$ cat src/rtl/pla_sweep_ctrl.sv
// pla_sweep_ctrl: exhaustive input sweep of a single-output netlist pair,
// collecting on-set size, mismatch stats and a MISR signature of y_dut.
module pla_sweep_ctrl #(
  parameter int N_IN   = 20,
  parameter int SETTLE = 1,
  parameter int SIG_W  = 32
) (
  input  logic              clk,
  input  logic              rst_n,
  input  logic              start,
  input  logic              abort,
  output logic [N_IN-1:0]   x_out,
  input  logic              y_ref,
  input  logic              y_dut,
  output logic              busy,
  output logic              done,
  output logic [N_IN:0]     onset_cnt,
  output logic [N_IN:0]     mm_cnt,
  output logic [N_IN-1:0]   first_mm,
  output logic [SIG_W-1:0]  signature
);

  typedef enum logic [1:0] {
    S_IDLE,
    S_SETTLE,
    S_SAMPLE,
    S_DONE
  } state_t;

  localparam logic [3:0] RELOAD =
    (SETTLE > 0) ? 4'(SETTLE - 1) : 4'd0;
  localparam state_t STEP =
    (SETTLE > 0) ? S_SETTLE : S_SAMPLE;
  localparam logic [N_IN-1:0] X_LAST = '1;
  localparam logic [SIG_W-1:0] POLY = SIG_W'(32'h04C11DB7);
  localparam logic [N_IN:0] ONE = (N_IN+1)'(1);

  state_t     state;
  state_t     state_nxt;
  logic [3:0] cnt;
  logic       launch;
  logic       last;
  logic       miss;

  assign launch = start &&
    (state == S_IDLE || state == S_DONE);
  assign last = (x_out == X_LAST);
  assign miss = (y_ref != y_dut);

  always_ff @(posedge clk or negedge rst_n) begin
    if (!rst_n) state <= S_IDLE;
    else        state <= state_nxt;
  end

  always_comb begin
    state_nxt = state;
    if (abort) begin
      state_nxt = S_IDLE;
    end else begin
      unique case (state)
        S_IDLE,
        S_DONE:   if (start) state_nxt = STEP;
        S_SETTLE: if (cnt == 4'd0) state_nxt = S_SAMPLE;
        S_SAMPLE: state_nxt = last ? S_DONE : STEP;
        default:  state_nxt = S_IDLE;
      endcase
    end
  end

  always_comb begin
    busy = 1'b0;
    done = 1'b0;
    unique case (1'b1)
      (state == S_SETTLE),
      (state == S_SAMPLE): busy = 1'b1;
      (state == S_DONE):   done = 1'b1;
      default: ;
    endcase
  end

  // abort wins over start and over the per-vector updates
  always_ff @(posedge clk or negedge rst_n) begin
    if (!rst_n) begin
      x_out     <= '0;
      cnt       <= 4'd0;
      onset_cnt <= '0;
      mm_cnt    <= '0;
      first_mm  <= '0;
      signature <= '1;
    end else if (abort) begin
      x_out <= '0;
    end else if (launch) begin
      x_out     <= '0;
      cnt       <= RELOAD;
      onset_cnt <= '0;
      mm_cnt    <= '0;
      first_mm  <= '0;
      signature <= '1;
    end else if (state == S_SETTLE) begin
      if (cnt != 4'd0) cnt <= cnt - 4'd1;
    end else if (state == S_SAMPLE) begin
      onset_cnt <= onset_cnt + {{N_IN{1'b0}}, y_dut};
      if (miss) begin
        mm_cnt <= mm_cnt + ONE;
        if (mm_cnt == '0) first_mm <= x_out;
      end
      signature <= {signature[SIG_W-2:0], 1'b0}
        ^ (signature[SIG_W-1] ? POLY : '0)
        ^ {{(SIG_W-1){1'b0}}, y_dut};
      if (!last) begin
        x_out <= x_out + {{(N_IN-1){1'b0}}, 1'b1};
        cnt   <= RELOAD;
      end
    end
  end

endmodule

$ cat config.mk
export PLATFORM = sky130hd
export DESIGN_NAME = pla_sweep_ctrl
export DESIGN_NICKNAME = d
export VERILOG_FILES = /design/src/rtl/pla_sweep_ctrl.sv
export SDC_FILE = /design/constraint.sdc
export NUM_CORES = 1
export LEC_CHECK = 0
export CAP_MARGIN = 20
export CORE_MARGIN = 5
export CORE_UTILIZATION = 52
export DETAILED_ROUTE_END_ITERATION = 7
export PLACE_DENSITY = 0.78
export SLEW_MARGIN = 5
export SYNTH_ARGS = -nofsm -noshare
export SYNTH_HDL_FRONTEND = slang
export SYNTH_SLANG_ARGS = --single-unit
$ cat constraint.sdc
create_clock -name clk -period 3 [get_ports clk]
set_input_delay 0.45 -clock clk [delete_from_list [all_inputs] [get_ports clk]]
set_output_delay 0.45 -clock clk [all_outputs]
set_load 0.1 [all_outputs]
==> impl_metrics.tcl <==
set metrics [dict create \
    synth_cell_types 58 \
    postCtsHoldBufs 0 \
    yosys-top-cells-area "dfrtp_1 (37%), dfstp_2 (14%), nand2_1 (6.1%)" \
    fmax_mhz 423 \
    synth_fa_ha_area_share_pct 2.08 \
    hold_path.class "in -> async" \
    end_kind "flop" \
    viasPerCell 5.78 \
    htreeDepth 4 \
    routabilityCongestion 0.822 \
    start_kind "flop" \
    period_share_pct 78.9 \
    clk_pin_slew_ns 0.05 \
    grt_pass1_wl_um 26400 \
    synth_top_cell_area_share_pct 36.7 \
    start_util_pct 52.8 \
    final_core_util_pct 67.4 \
    synth_edf_count 0 \
    worst_pin_slew_ns 0.838 \
    grt_overflow_total 0 \
    fp.coreArea_um2 11400 \
    wl_um 15800 \
    intPower_uw 3830 \
    synth_top_family_by_area "simple AND/OR/NAND/NOR gates" \
    synth_simple_gate_area_share_pct 24.6 \
    syn_area_um2 6010 \
    synth_area_leader_cell "dfrtp_1" \
    synth_xor_area_share_pct 7.58 \
    port_buffers 121 \
    grt_pass1_vias 5194 \
    drive_gt1_share_pct 27.6 \
    slew_viol_final 0 \
    n_antenna_cell 0 \
    drtIter0Drc 518 \
    clkSinkCount 120 \
    pwr-share-comb_pct 41.4 \
    power_frac_clock_pct 26.2 \
    dpl.hpwl_um 10900 \
    grt_start_max_net_pins 67 \
    fp.dieH_um 117 \
    cp.required_ns 3.29 \
    clkLatencyLatePin_ns 0.41 \
    cts_resized 0 \
    postCtsSetupBuffers 0 \
    maxSlewHeadroom_pct 44.1 \
    nFillCells 901 \
    die_w_um 117 \
    yosysSeqAreaShare_pct 50.7 \
    numCtsBuffers 17 \
    syn_to_final_growth_pct 27.6 \
    async_reset_ff_share_pct 100 \
    num_vias 5332 \
    ioPinCount 122 \
    p_leak_uw 0.00351 \
    track_usage_pct 23.1 \
    tns_ns 0 \
    synth_warnings 0 \
    drc_errors 0 \
    final_common_cell "buf_4" \
    setup_viol 0 \
    p_sw_share_pct 45.9 \
    status "finished clean" \
    root_buffer "clkbuf_16" \
    seqPwrFrac_pct 32.4 \
    muxShareOfSynthArea_pct 0.333 \
    dr.pass1.iters 5 \
    cts_tree "done" \
    synth_area_per_cell_um2 9.33 \
    synth_ff_type "dfrtp_1" \
    synth_compound_area_share_pct 11.5 \
    vdd_drop_max_v 0.00104 \
    die_area_um2 13800 \
    max_cap_violations 0 \
    cp_max_fo 10 \
    antenna_found_initial 0 \
    layout_common_cells "buf_4 (132), nand2_1 (97), dfrtp_1 (88)" \
    fp-row-count 39 \
    crit_type "reg -> reg" \
    ys_ff_latch 120 \
    nets 783 \
    rr_worst_depth 6 \
    p_sw_uw 3250 \
    clock_skew_ns 0.00825 \
    cellPowerDensity_nw_per_um2 925 \
    clockBufferDepth 2 \
    arrival_ns 2.65 \
    hold_viol 0 \
    drtAntennaViolNets 0 \
    wl_per_cell_um 17.1 \
    finalCriticalPeriod_ns 2.37 \
    synthCells 644 \
    rsz0062_at_grt "false" \
    synth_fp_nets 660 \
]
routing by layer:
metal	wire length, um	share of wire [%]	vias up	track usage, %
met5	0	0	-	0
met4	278	1.8	0	8.10
met3	772	4.9	20	5.62
met2	7740	49	163	37.1
met1	7020	44	2633	30.7
li1	-	-	2516	-
stage by stage:
| step | setup WS, ns | power (uW) | instances | hold slack (ns) | cell area [um2] |
|---|---|---|---|---|---|
| floorplan | 0.248 | 4610 | 644 | 0.154 | 6010 |
| global route | 0.460 | 7380 | 923 | 0.193 | 7660 |
| global placement | 0.566 | 5190 | 891 | 0.449 | 7120 |
| CTS | 0.646 | 7120 | 923 | 0.162 | 7660 |
| detailed placement | 0.475 | 5250 | 891 | 0.453 | 7120 |
| finish | 0.634 | 7090 | 923 | 0.131 | 7660 |
cells in the mapped netlist (10+ instances only):
library cell / instances
nand2_1: 97
dfrtp_1: 88
nor2_1: 72
o21ai_0: 44
nand3_1: 41
xnor2_1: 37
dfstp_2: 32
clkbuf_1: 27
nand4_1: 20
a21oi_1: 18
a31oi_1: 18
xor2_1: 15
nor3_1: 14
inv_1: 13
nor4_1: 11
ha_1: 10
layout make-up:
type	instances	area (um2)	share of cell area [%]
inverters	13	48.8	0.637
repair buffers	138	1070	14.0
flip-flops and latches	120	3040	39.7
clock buffers	29	531	6.92
clock inverters	3	15.0	0.196
well taps	143	179	2.33
multi-input cells	477	2780	36.2
logic make-up (layout without fill, tap and decap cells):
group	after synthesis	in the layout
fa+ha+maj	10	10
flops	120	120
buf+inv	47	183
compound gates	112	112
mux	2	2
simple gates	301	301
xor+xnor	52	52
critical path, cell delays in order, from the launching register on:
cell      delay, ns
dfrtp_1        0.42
ha_1           0.35
nand2b_1       0.31
nor4_1         0.70
nand4_1        0.22
xor2_1         0.18
nor2_1         0.05
registers in the layout (all words and copies together), names as in the netlist:
| register | count |
|---|---|
| onset_cnt | 21 |
| x_out | 20 |
| cnt | 4 |
| signature | 32 |
| first_mm | 20 |
| mm_cnt | 21 |
| state | 2 |
power by group through the flow:
stage	clock network [uW]	logic (uW)	registers, uW
floorplan	0	744	3870
global route	1970	3070	2340
finish	1860	2930	2300
global placement	0	2890	2310
CTS	1880	2940	2290
detailed placement	0	2930	2310
path summary, 6_finish.rpt:
| path | startpoint | to | slack, ns |
|---|---|---|---|
| worst max-delay path | state[0] | x_out[12] | 0.63 |
| worst min-delay path | rst_n | mm_cnt[15] | 0.13 |
| worst min register to register | signature[28] | signature[28] | 0.46 |
| max in group asynchronous | rst_n | cnt[1] | 2.11 |
| worst max register to register | state[0] | x_out[12] | 0.63 |
| min in group clk | signature[28] | signature[28] | 0.46 |
No activity file was read; power rests on OpenSTA's default activity.
